## src/rtl/fe_capture_mc_if.sv

```systemverilog
// FIFO write port of the multi-channel front-end capture stage.
// master: capture stage (drives packets, observes FIFO status).
// slave:  capture FIFO (accepts packets, reports full/overflow-blocked).
interface fe_capture_mc_if #(
  parameter int pCH_ID_WIDTH          = 2,
  parameter int pTIMESTAMP_FULL_WIDTH = 16
);
  logic                             O_fifo_wr;
  logic [1:0]                       O_fifo_command;
  logic [pCH_ID_WIDTH-1:0]          O_fifo_channel;
  logic [pTIMESTAMP_FULL_WIDTH-1:0] O_fifo_time;
  logic                             I_fifo_full;
  logic                             I_fifo_overflow_blocked;

  modport master (
    output O_fifo_wr, O_fifo_command, O_fifo_channel, O_fifo_time,
    input  I_fifo_full, I_fifo_overflow_blocked
  );

  modport slave (
    input  O_fifo_wr, O_fifo_command, O_fifo_channel, O_fifo_time,
    output I_fifo_full, I_fifo_overflow_blocked
  );
endinterface

```

## src/rtl/fe_capture_mc.sv

```systemverilog
// Multi-channel front-end capture stage: per-channel pending event bits are
// drained into one FIFO write port as channel-tagged DATA packets, with
// delta-TIME packets, capture-length limiting and backpressure handling.
// Optional macro FE_CAPTURE_DROP_COUNT_EN enables the saturating drop counter
// on O_drop_count; without it O_drop_count is tied to zero.
module fe_capture_mc #(
  parameter int pNUM_CH               = 4,
  parameter int pCH_ID_WIDTH          = 2,
  parameter int pTIMESTAMP_FULL_WIDTH = 16,
  parameter int pCAPTURE_LEN_WIDTH    = 24,
  parameter int pDROP_CTR_WIDTH       = 16
) (
  input  logic                             fe_clk,
  input  logic                             reset_n,
  input  logic [pNUM_CH-1:0]               I_event,
  input  logic [2*pNUM_CH-1:0]             I_data_cmd,
  input  logic [pNUM_CH-1:0]               I_ch_enable,
  input  logic                             I_capture_enable,
  input  logic                             I_arm,
  input  logic [pCAPTURE_LEN_WIDTH-1:0]    I_capture_len,
  input  logic                             I_count_writes,
  input  logic                             I_counter_quick_start,
  input  logic                             I_timestamps_disable,
  input  logic [pTIMESTAMP_FULL_WIDTH-1:0] I_max_short_timestamp,
  fe_capture_mc_if.master                  fifo,
  output logic                             O_capturing,
  output logic                             O_capture_done,
  output logic [pDROP_CTR_WIDTH-1:0]       O_drop_count
);

  localparam logic [1:0] FE_FIFO_CMD_TIME = 2'b01;
  localparam logic [pTIMESTAMP_FULL_WIDTH-1:0] TS_KEEPALIVE =
    {{(pTIMESTAMP_FULL_WIDTH-1){1'b1}}, 1'b0};

  typedef enum logic [1:0] {
    S_IDLE = 2'd0,
    S_TIME = 2'd1,
    S_DATA = 2'd2
  } state_t;

  state_t                           r_state;
  logic [pNUM_CH-1:0]               r_pend;
  logic [2*pNUM_CH-1:0]             r_cmd;
  logic                             r_ctr_running;
  logic [pTIMESTAMP_FULL_WIDTH-1:0] r_ts;
  logic [pCAPTURE_LEN_WIDTH-1:0]    r_count;
  logic                             r_arm_d;
  logic                             r_fifo_wr;
  logic [1:0]                       r_fifo_cmd;
  logic [pCH_ID_WIDTH-1:0]          r_fifo_ch;
  logic [pTIMESTAMP_FULL_WIDTH-1:0] r_fifo_time;
  logic                             r_capturing;
  logic                             r_capture_done;

  logic [pNUM_CH-1:0]               w_event_req;
  logic [pNUM_CH-1:0]               w_accept;
  logic [pNUM_CH-1:0]               w_clr;
  logic [pNUM_CH-1:0]               w_sel_onehot;
  logic [pCH_ID_WIDTH-1:0]          w_sel_ch;
  logic [1:0]                       w_sel_cmd;
  logic                             w_pend_any;
  logic                             w_len_ok;
  logic                             w_capture_allowed;
  logic                             w_ts_short;
  logic                             w_arm_rise;
  logic                             w_do_data;
  logic                             w_do_time;
  logic                             w_write;

  assign w_event_req       = I_event & I_ch_enable & {pNUM_CH{I_capture_enable}};
  assign w_pend_any        = |r_pend;
  assign w_len_ok          = (I_capture_len == '0) || (r_count < I_capture_len);
  assign w_capture_allowed = I_capture_enable && w_len_ok &&
                             !fifo.I_fifo_full && !fifo.I_fifo_overflow_blocked;
  assign w_ts_short        = (r_ts <= I_max_short_timestamp) || I_timestamps_disable;
  assign w_arm_rise        = I_arm && !r_arm_d;
  assign w_write           = w_do_data || w_do_time;
  assign w_clr             = w_do_data ? w_sel_onehot : '0;
  // A bit cleared on this edge can be re-set by a new event (set wins).
  assign w_accept          = w_event_req & (~r_pend | w_clr);

  // Lowest-index pending channel: scan high to low so the lowest hit lands last.
  always_comb begin
    w_sel_ch     = '0;
    w_sel_cmd    = '0;
    w_sel_onehot = '0;
    for (int unsigned i = pNUM_CH; i > 0; i--) begin
      if (r_pend[i-1]) begin
        w_sel_ch          = pCH_ID_WIDTH'(i-1);
        w_sel_cmd         = r_cmd[2*(i-1) +: 2];
        w_sel_onehot      = '0;
        w_sel_onehot[i-1] = 1'b1;
      end
    end
  end

  // Packet decision for this edge; the state register names the packet on the port.
  always_comb begin
    w_do_data = 1'b0;
    w_do_time = 1'b0;
    case (r_state)
      S_IDLE: begin
        if (w_pend_any && w_capture_allowed) begin
          if (w_ts_short) w_do_data = 1'b1;
          else            w_do_time = 1'b1;
        end else if (!w_pend_any && (r_ts == TS_KEEPALIVE) && !I_timestamps_disable) begin
          w_do_time = 1'b1;
        end
      end
      S_TIME, S_DATA: w_do_data = w_pend_any && w_capture_allowed;
      default: ;
    endcase
  end

  // Pending bits and latched per-channel commands.
  always_ff @(posedge fe_clk or negedge reset_n) begin
    if (!reset_n) begin
      r_pend <= '0;
      r_cmd  <= '0;
    end else begin
      if (!I_capture_enable) r_pend <= '0;
      else                   r_pend <= (r_pend & ~w_clr) | w_accept;
      for (int unsigned i = 0; i < pNUM_CH; i++) begin
        if (w_accept[i]) r_cmd[2*i +: 2] <= I_data_cmd[2*i +: 2];
      end
    end
  end

  // Timestamp counter: runs after quick start or first accepted event, reloads on writes.
  always_ff @(posedge fe_clk or negedge reset_n) begin
    if (!reset_n) begin
      r_ctr_running <= 1'b0;
      r_ts          <= '0;
    end else begin
      if (!I_capture_enable)                         r_ctr_running <= 1'b0;
      else if (I_counter_quick_start || |w_accept)   r_ctr_running <= 1'b1;

      if (w_write)             r_ts <= '0;
      else if (!r_ctr_running) r_ts <= '0;
      else if (r_ts != '1)     r_ts <= r_ts + pTIMESTAMP_FULL_WIDTH'(1);
    end
  end

  // Capture length counter and capture status flags.
  always_ff @(posedge fe_clk or negedge reset_n) begin
    if (!reset_n) begin
      r_arm_d        <= 1'b0;
      r_count        <= '0;
      r_capturing    <= 1'b0;
      r_capture_done <= 1'b1;
    end else begin
      r_arm_d        <= I_arm;
      r_capturing    <= w_capture_allowed;
      r_capture_done <= !(I_arm || w_capture_allowed);
      if (w_arm_rise) begin
        r_count <= '0;
      end else if ((I_count_writes ? r_fifo_wr : I_capture_enable) && (r_count != '1)) begin
        r_count <= r_count + pCAPTURE_LEN_WIDTH'(1);
      end
    end
  end

  // Packet FSM with registered FIFO outputs.
  always_ff @(posedge fe_clk or negedge reset_n) begin
    if (!reset_n) begin
      r_state     <= S_IDLE;
      r_fifo_wr   <= 1'b0;
      r_fifo_cmd  <= '0;
      r_fifo_ch   <= '0;
      r_fifo_time <= '0;
    end else if (w_do_data) begin
      r_state     <= S_DATA;
      r_fifo_wr   <= 1'b1;
      r_fifo_cmd  <= w_sel_cmd;
      r_fifo_ch   <= w_sel_ch;
      r_fifo_time <= r_ts;
    end else if (w_do_time) begin
      r_state     <= S_TIME;
      r_fifo_wr   <= 1'b1;
      r_fifo_cmd  <= FE_FIFO_CMD_TIME;
      r_fifo_ch   <= '0;
      r_fifo_time <= r_ts;
    end else begin
      r_state     <= S_IDLE;
      r_fifo_wr   <= 1'b0;
    end
  end

  assign fifo.O_fifo_wr      = r_fifo_wr;
  assign fifo.O_fifo_command = r_fifo_cmd;
  assign fifo.O_fifo_channel = r_fifo_ch;
  assign fifo.O_fifo_time    = r_fifo_time;
  assign O_capturing         = r_capturing;
  assign O_capture_done      = r_capture_done;

`ifdef FE_CAPTURE_DROP_COUNT_EN
  logic [pNUM_CH-1:0]           w_dropped;
  logic [pDROP_CTR_WIDTH:0]     w_drop_n;
  logic [pDROP_CTR_WIDTH:0]     w_drop_sum;
  logic [pDROP_CTR_WIDTH-1:0]   r_drop_count;

  assign w_dropped = w_event_req & r_pend & ~w_clr;

  // Number of events dropped this cycle, added to the current count with a carry bit.
  always_comb begin
    w_drop_n = '0;
    for (int unsigned i = 0; i < pNUM_CH; i++) begin
      w_drop_n = w_drop_n + (pDROP_CTR_WIDTH+1)'(w_dropped[i]);
    end
    w_drop_sum = {1'b0, r_drop_count} + w_drop_n;
  end

  // Saturating drop counter, cleared on the arm rising edge.
  always_ff @(posedge fe_clk or negedge reset_n) begin
    if (!reset_n)                        r_drop_count <= '0;
    else if (w_arm_rise)                 r_drop_count <= '0;
    else if (w_drop_sum[pDROP_CTR_WIDTH]) r_drop_count <= '1;
    else                                 r_drop_count <= w_drop_sum[pDROP_CTR_WIDTH-1:0];
  end

  assign O_drop_count = r_drop_count;
`else
  assign O_drop_count = '0;
`endif

endmodule

```

## src/flat_wrapper.sv

```systemverilog
// flat-port wrapper written by rule: the top's interface ports become plain ports
module fe_capture_mc_flat 
#(
  parameter int pNUM_CH               = 4,
  parameter int pCH_ID_WIDTH          = 2,
  parameter int pTIMESTAMP_FULL_WIDTH = 16,
  parameter int pCAPTURE_LEN_WIDTH    = 24,
  parameter int pDROP_CTR_WIDTH       = 16
)
  (fe_clk, reset_n, I_event, I_data_cmd, I_ch_enable, I_capture_enable, I_arm, I_capture_len, I_count_writes, I_counter_quick_start, I_timestamps_disable, I_max_short_timestamp, O_capturing, O_capture_done, O_drop_count, fifo_O_fifo_wr, fifo_O_fifo_command, fifo_O_fifo_channel, fifo_O_fifo_time, fifo_I_fifo_full, fifo_I_fifo_overflow_blocked);
  fe_capture_mc_if #(.pCH_ID_WIDTH(pCH_ID_WIDTH), .pTIMESTAMP_FULL_WIDTH(pTIMESTAMP_FULL_WIDTH)) fifo_i ();
  input  logic fe_clk;
  input  logic reset_n;
  input  logic [pNUM_CH-1:0] I_event;
  input  logic [2*pNUM_CH-1:0] I_data_cmd;
  input  logic [pNUM_CH-1:0] I_ch_enable;
  input  logic I_capture_enable;
  input  logic I_arm;
  input  logic [pCAPTURE_LEN_WIDTH-1:0] I_capture_len;
  input  logic I_count_writes;
  input  logic I_counter_quick_start;
  input  logic I_timestamps_disable;
  input  logic [pTIMESTAMP_FULL_WIDTH-1:0] I_max_short_timestamp;
  output logic O_capturing;
  output logic O_capture_done;
  output logic [pDROP_CTR_WIDTH-1:0] O_drop_count;
  output wire logic [$bits(fifo_i.O_fifo_wr)-1:0] fifo_O_fifo_wr;
  output wire logic [$bits(fifo_i.O_fifo_command)-1:0] fifo_O_fifo_command;
  output wire logic [$bits(fifo_i.O_fifo_channel)-1:0] fifo_O_fifo_channel;
  output wire logic [$bits(fifo_i.O_fifo_time)-1:0] fifo_O_fifo_time;
  input wire logic [$bits(fifo_i.I_fifo_full)-1:0] fifo_I_fifo_full;
  input wire logic [$bits(fifo_i.I_fifo_overflow_blocked)-1:0] fifo_I_fifo_overflow_blocked;
  assign fifo_O_fifo_wr = fifo_i.O_fifo_wr;
  assign fifo_O_fifo_command = fifo_i.O_fifo_command;
  assign fifo_O_fifo_channel = fifo_i.O_fifo_channel;
  assign fifo_O_fifo_time = fifo_i.O_fifo_time;
  assign fifo_i.I_fifo_full = fifo_I_fifo_full;
  assign fifo_i.I_fifo_overflow_blocked = fifo_I_fifo_overflow_blocked;
  fe_capture_mc #(.pNUM_CH(pNUM_CH), .pCH_ID_WIDTH(pCH_ID_WIDTH), .pTIMESTAMP_FULL_WIDTH(pTIMESTAMP_FULL_WIDTH), .pCAPTURE_LEN_WIDTH(pCAPTURE_LEN_WIDTH), .pDROP_CTR_WIDTH(pDROP_CTR_WIDTH)) u_core (.fe_clk(fe_clk), .reset_n(reset_n), .I_event(I_event), .I_data_cmd(I_data_cmd), .I_ch_enable(I_ch_enable), .I_capture_enable(I_capture_enable), .I_arm(I_arm), .I_capture_len(I_capture_len), .I_count_writes(I_count_writes), .I_counter_quick_start(I_counter_quick_start), .I_timestamps_disable(I_timestamps_disable), .I_max_short_timestamp(I_max_short_timestamp), .fifo(fifo_i), .O_capturing(O_capturing), .O_capture_done(O_capture_done), .O_drop_count(O_drop_count));
endmodule
```

## config.mk

```make
export PLATFORM = sky130hd
export DESIGN_NAME = fe_capture_mc_flat
export DESIGN_NICKNAME = d
export VERILOG_FILES = /design/src/rtl/fe_capture_mc_if.sv /design/src/rtl/fe_capture_mc.sv /design/src/flat_wrapper.sv
export SDC_FILE = /design/constraint.sdc
export NUM_CORES = 1
export LEC_CHECK = 0
export ABC_AREA = 0
export BUFFER_PORTS_ARGS = -buffer_cell sky130_fd_sc_hd__buf_2
export CORE_MARGIN = 2
export CORE_UTILIZATION = 50
export CTS_CLUSTER_DIAMETER = 60
export DETAILED_ROUTE_END_ITERATION = 8
export PLACE_DENSITY = 0.77
export REMOVE_ABC_BUFFERS = 1
export SLEW_MARGIN = 10
export SYNTH_ARGS = -nofsm -noshare
export SYNTH_HDL_FRONTEND = slang
export SYNTH_SLANG_ARGS = --single-unit
```

## constraint.sdc

```tcl
create_clock -name fe_clk -period 2.35 [get_ports fe_clk]
set_input_delay 0.705 -clock fe_clk [delete_from_list [all_inputs] [get_ports fe_clk]]
set_output_delay 0.705 -clock fe_clk [all_outputs]
set_load 0.02 [all_outputs]
```

Yosys cells after proc, flatten, opt, wreduce, memory -nomap -nowiden
Cells that the tools add are included.
{"block": "totals", "output_inout_bits": 39, "reg_bits": 79, "word_cells": 100}
{"block": "op_classes", "reduce_logical": 26, "n_bitwise": 8, "eq_ne": 7, "mux": 39, "n_lt_le_gt_ge": 2, "addsub": 2}
{"op": "2-to-1 mux 16 bit", "n": 5}
{"op": "2-to-1 mux 24 bit", "n": 2}
{"op": "2-to-1 mux 2 bit", "n": 13}
{"op": "adder 24 x 1 -> 24 bit, second input constant", "n": 1}
{"op": "zero test 24 bit", "n": 1}
{"op": "less-than comparator 24 bit", "n": 1}
{"op": "2-to-1 mux 4 bit", "n": 6}
{"op": "inequality test 24 bit, second input constant", "n": 1}
{"op": "adder 16 x 1 -> 16 bit, second input constant", "n": 1}
{"op": "AND 4 bit", "n": 4}
{"op": "equality test 16 bit, second input constant", "n": 1}
{"op": "<= comparator 16 bit", "n": 1}
{"op": "inequality test 16 bit, second input constant", "n": 1}
{"op": "2-to-1 mux 1 bit", "n": 12}
{"op": "logical AND 1 bit", "n": 8}
{"op": "NOT 4 bit", "n": 2}
{"op": "OR 4 bit", "n": 2}
{"op": "OR reduction 4 bit", "n": 2}
{"op": "zero test 1 bit", "n": 6}
{"op": "logical OR 1 bit", "n": 5}
{"op": "nonzero test 2 bit", "n": 2}
{"op": "inequality test 3 bit, second input constant", "n": 1}
{"op": "equality test 2 x 1 -> 1 bit, second input constant", "n": 1}
{"op": "equality test 2 bit, second input constant", "n": 1}
{"op": "4 further kinds", "n": 4}

Longest topological paths before layout
{"block": "depth", "ltp_word": 15, "depth_mapped": 11}

Least setup slack after synthesis
OpenSTA, ideal clock, no wires.
{"block": "synth_timing", "kind": "input to register", "startpoint": "in I_capture_len[2]", "endpoint": "reg u_core.r_fifo_time[0], in the netlist u_core.fifo.O_fifo_time[0]", "arrival_time_ps": 2783, "setup_slack_ps": -558, "stages": 10, "path_buffers": 1, "cell_sequence": "inv_1 -> ha_1 -> a211o_1 -> a31oi_1 -> o31ai_1 -> a211oi_2 -> a21oi_4 -> o31ai_4 -> buf_6 -> mux2_4"}
{"block": "synth_via", "elab_chain_len": 9, "elab_cells_between_ends": 13, "classes_between": "order compare (1); mux (5); reduce/logical (7)"}
{"element": "start: declaration", "line_no": "flat_wrapper.sv:19", "source": "input logic [pCAPTURE_LEN_WIDTH-1:0] I_capture_len;"}
{"element": "less-than comparator 24 bit / zero test 24 bit (equally long branches)", "line_no": "fe_capture_mc.sv:72", "source": "assign w_len_ok = (I_capture_len == '0) || (r_count < I_capture_len);"}
{"element": "logical OR 1 bit *", "line_no": "fe_capture_mc.sv:72"}
{"element": "logical AND 1 bit * (2 in a row)", "line_no": "fe_capture_mc.sv:73", "source": "assign w_capture_allowed = I_capture_enable && w_len_ok &&"}
{"element": "logical AND 1 bit *", "line_no": "fe_capture_mc.sv:74", "source": "!fifo.I_fifo_full && !fifo.I_fifo_overflow_blocked;"}
{"element": "logical AND 1 bit *", "line_no": "fe_capture_mc.sv:103, fe_capture_mc.sv:110"}
{"element": "2-to-1 mux 1 bit", "line_no": "fe_capture_mc.sv:103", "source": "if (w_pend_any && w_capture_allowed) begin"}
{"element": "case mux 1 bit (2 select lines) / 2-to-1 mux 1 bit (equally long branches)", "line_no": "fe_capture_mc.sv:101", "source": "case (r_state)"}
{"element": "2-to-1 mux 16 bit / nonzero test 2 bit (equally long branches)"}
{"element": "end signal: assignment", "line_no": "fe_capture_mc.sv:176", "source": "r_fifo_time <= r_ts;"}
{"element": "end signal: assignment", "line_no": "fe_capture_mc.sv:182", "source": "r_fifo_time <= r_ts;"}
{"element": "end: declaration", "line_no": "fe_capture_mc.sv:51", "source": "logic [pTIMESTAMP_FULL_WIDTH-1:0] r_fifo_time;"}
Mark *: on every way between the ends. The rest lies on a longest branch, timed or not.
A chain may end at the register's enable or synchronous reset.

Final worst setup path
{"block": "layout_timing", "startpoint": "reg u_core.r_ts[11]", "endpoint": "reg u_core.r_pend[3]"}
{"block": "layout_via", "elab_chain_len": 10, "elab_cells_between_ends": 12, "classes_between": "order compare (1); mux (5); bitwise (5); reduce/logical (1)"}
{"element": "start: declaration", "line_no": "fe_capture_mc.sv:45", "source": "logic [pTIMESTAMP_FULL_WIDTH-1:0] r_ts;"}
{"element": "start signal: assignment", "line_no": "fe_capture_mc.sv:140", "source": "else if (r_ts != '1) r_ts <= r_ts + pTIMESTAMP_FULL_WIDTH'(1);"}
{"element": "<= comparator 16 bit *", "line_no": "fe_capture_mc.sv:75", "source": "assign w_ts_short = (r_ts <= I_max_short_timestamp) || I_timestamps_disable;"}
{"element": "logical OR 1 bit *", "line_no": "fe_capture_mc.sv:75"}
{"element": "2-to-1 mux 1 bit *", "line_no": "fe_capture_mc.sv:104", "source": "if (w_ts_short) w_do_data = 1'b1;"}
{"element": "2-to-1 mux 1 bit *", "line_no": "fe_capture_mc.sv:103"}
{"element": "case mux 1 bit (2 select lines) *", "line_no": "fe_capture_mc.sv:101"}
{"element": "2-to-1 mux 4 bit *", "line_no": "fe_capture_mc.sv:78", "source": "assign w_clr = w_do_data ? w_sel_onehot : '0;"}
{"element": "OR 4 bit / NOT 4 bit (equally long branches)", "line_no": "fe_capture_mc.sv:80, fe_capture_mc.sv:122"}
{"element": "AND 4 bit, on equally long branches", "line_no": "fe_capture_mc.sv:80, fe_capture_mc.sv:122"}
{"element": "OR 4 bit *", "line_no": "fe_capture_mc.sv:122", "source": "else r_pend <= (r_pend & ~w_clr) | w_accept;"}
{"element": "2-to-1 mux 4 bit *", "line_no": "fe_capture_mc.sv:121", "source": "if (!I_capture_enable) r_pend <= '0;"}
{"element": "end signal: assignment", "line_no": "fe_capture_mc.sv:122"}
{"element": "end: declaration", "line_no": "fe_capture_mc.sv:42", "source": "logic [pNUM_CH-1:0] r_pend;"}
Marked as above.

==> results.md <==
- Pwr dens: 465.0 nW/um^2
- Clk sink count: 79
- GPL Wtd Cong: 0.8428
- Period Utilization, post-route: 112.7%
- Nets: 810
- Fmax: 377.4 MHz
- Die Y: 103.7 um
- Sequential share of the synthesized area: 39.78%
- DRT Pass-1 Iters: 5
- Initial antenna violation count: 0
- Post-route insts no fill: 839
- Clock slew at reported path FFs: 0.10 ns
- Vias in the first global route: 4718
- WP data arrival: 2.89 ns
- Area Overhead vs Synth: 43.26%
- Async SR Flop Fraction: 100.0%
- Worst setup margin: -0.2994 ns
- Row Count: 36
- Hold WC Path Type: in2async
- Power, Total: 3.312 mW
- Unique masters post-synth: 55
- IO Port Bufs: 87
- # placed instances: 803
- WS Path Type: reg2reg
- Critical Path End Type: register
- Pin count of the biggest net entering global routing: 34
- CTS tree: done
- Worst reg-to-reg setup slack: -0.30 ns
- Reg-to-reg endpoint: u_core.r_pend[3]$_DFF_PN0_
- Cell Area, Synth: 4972 sq um
- Drt initial violations: 251
- Core Area: 9729 sq um
- Hold Fails Final Rpt: 0
- Placed cell area: 6027 sq um
- Initial core utilization: 51.11%
- Vias: 4555
- WL/cell: 17.07 um
- Peak supply drop: 0.0003159 V
- RSZ-0062 raised after global routing: true
- Req. time, crit path: 2.59 ns
- Pre-CTS WS: -0.8578 ns
- P_leak: 3.441 nW
- Num CTS Buffers: 9
- Final setup violation count: 49
- IO Count: 104
- DIE AREA: 10760 sq um
- R2r startpoint: u_core.r_ts[11]$_DFFE_PN0P_
- Share of layout cells above drive strength 1: 45.61%
- Synth Register Bits: 79
- CTS max path bufs: 2
- All-Layer GR Usage: 25.17%
- CP max FO: 7
- Fin Setup TNS: -9.322 ns
- First-pass GRT wire length: 22040 um
- H-tree levels: 3
- Min Tclk post-route: 2.649 ns
- R2R depth: 10
- Violated checks: setup timing
- GRT overflow: 0
- Avg Cell Area, Syn: 9.580 sq um
- Maxcap violations: 0
- Residual DRC: 0
- Number of synthesized flops with an enable pin: 0
- Antenna viol nets, final: 0
- Routed wire length: 14330 um
- Root Driver: clkbuf_8
- Die W: 103.7 um
- Fill cell count: 669
- Dpl hpwl: 8930 um
- Antenna cells: 0
- Startpoint Class: register
- Final instance area: 7123 sq um
- Hold_ws: 0.2513 ns
- Run status: finished with violations
- Clk Latency, worst-skew pair: 0.38 ns
- Cells after synthesis: 519
- Slew Viols, Final: 0
- Clock skew: 0.01919 ns
- Final core utilization: 73.21%
- Main synth FF type: dfrtp_1
- Vias/cell: 5.429
- Synthesis Warnings: 0
==> cells in the mapped netlist (all sizes together), types with 7 or more instances <==
library cell / count / area share (%)
dfrtp: 78 / 39
inv: 54 / 4.1
nor2: 54 / 4.1
ha: 44 / 11
a21oi: 36 / 3.9
nand2: 29 / 2.2
mux2: 24 / 6.6
nand3: 22 / 2.5
nand4: 20 / 2.5
buf: 19 / 3.0
xor2: 17 / 3.0
o21ai: 14 / 1.4
nor4: 11 / 1.4
xnor2: 11 / 1.9
and3: 10 / 1.3
nor3: 8 / 0.81
or3: 7 / 0.88
==> worst max-delay path, stage by stage, from the launching register on <==
cell	delay [ns]
dfrtp_1	0.43
ha_4	0.30
nand4_1	0.23
nor4_1	0.34
nor2_1	0.11
o31ai_4	0.09
a21o_1	0.28
nand3_4	0.17
buf_4	0.18
o41ai_2	0.25
a21oi_1	0.14
==> cell type report <==
type	instances	area [sq um]	area share, %
multi-input combinational	377	3331	46.76
sequential	79	1978	27.77
timing repair buffer	180	1257	17.65
inverter	54	210.2	2.951
tap	133	166.4	2.336
clock buffer	9	123.9	1.739
clock inverter	7	56.30	0.7904
==> worst max path at each step <==
stage                                 from                                 endpoint  slack (ns)  cells past startpoint
2_1_floorplan             I_capture_len[2]  u_core.fifo.O_fifo_time[15]$_DFFE_PN0N_       -1.04                      9
4_1_cts         u_core.r_ts[1]$_DFFE_PN0P_   u_core.fifo.O_fifo_time[9]$_DFFE_PN0N_       -0.20                     10
3_3_place_gp             I_capture_len[19]  u_core.fifo.O_fifo_time[15]$_DFFE_PN0N_       -0.81                     12
6_report       u_core.r_ts[11]$_DFFE_PN0P_               u_core.r_pend[3]$_DFF_PN0_       -0.30                     10
3_5_place_dp             I_capture_len[19]  u_core.fifo.O_fifo_time[15]$_DFFE_PN0N_       -0.86                     12
5_1_grt         u_core.r_ts[1]$_DFFE_PN0P_               u_core.r_pend[3]$_DFF_PN0_       -0.38                     10
==> sequential cells by signal, indices dropped and copies added, names as in the netlist <==
signal,count
u_core.r_count,24
u_core.r_ts,16
u_core.r_cmd,8
u_core.O_capturing,1
u_core.fifo.O_fifo_command,2
u_core.fifo.O_fifo_time,16
u_core.fifo.O_fifo_wr,1
u_core.fifo.O_fifo_channel,2
u_core.r_pend,4
u_core.r_ctr_running,1
u_core.r_arm_d,1
u_core.O_capture_done,1
u_core.r_state,2
==> metal layers <==
layer	GRT usage, %	share of wire (%)
met2	45.46	52
met1	30.71	41
met3	3.776	4.7
met5	0	0
met4	8.494	2.1
==> what timing repair did <==
action                                  CTS  global route
setup buffers                            13             9
gates cloned                              2             0
endpoints found under the setup margin   53            68
hold buffers                              0             0
resized for setup                        92            59
pin swaps                                31            36
==> power by group <==
group	leakage [nW]	internal, mW	switching (mW)	total, mW
Sequential	1.06	1.46	0.0669	1.53
Combinational	2.29	0.388	0.428	0.816
Clock	0.0902	0.395	0.574	0.968
==> logic make-up (layout without fill, tap and decap cells) <==
group	Yosys count	after routing	synth area share [%]
AOI/OAI and AO/OA	85	85	11.58
adders and majority gates	44	44	11.07
and+or+nand+nor	179	179	18.37
xor gates and xnor gates	28	28	4.932
other	1	16	0.07542
muxes	25	25	6.769
buffers and inverters	78	250	7.423
DFF	79	79	39.78
==> layout by cell type, fill, tap and decap left out, types with 8 or more instances in the layout <==
cell type  netlist  layout
inv_2            0      16
nor2_1          54      43
a21oi_2          0       9
ha_4             0      21
nor2_4           0       8
clkbuf_8         0       9
o21ai_0         14      11
xor2_1          17      17
buf_4           16      74
buf_6            2      25
conb_1           1      16
mux2_4          15      21
nand4_1         20      20
nor4_1          11      10
dfrtp_1         78      78
a21oi_1         35      26
buf_2            1      80
nand2_1         29      28
xnor2_1         11      10
ha_1            44      22
inv_1           54      35
nand3_1         21      19
(Power assumes the default switching activity.)
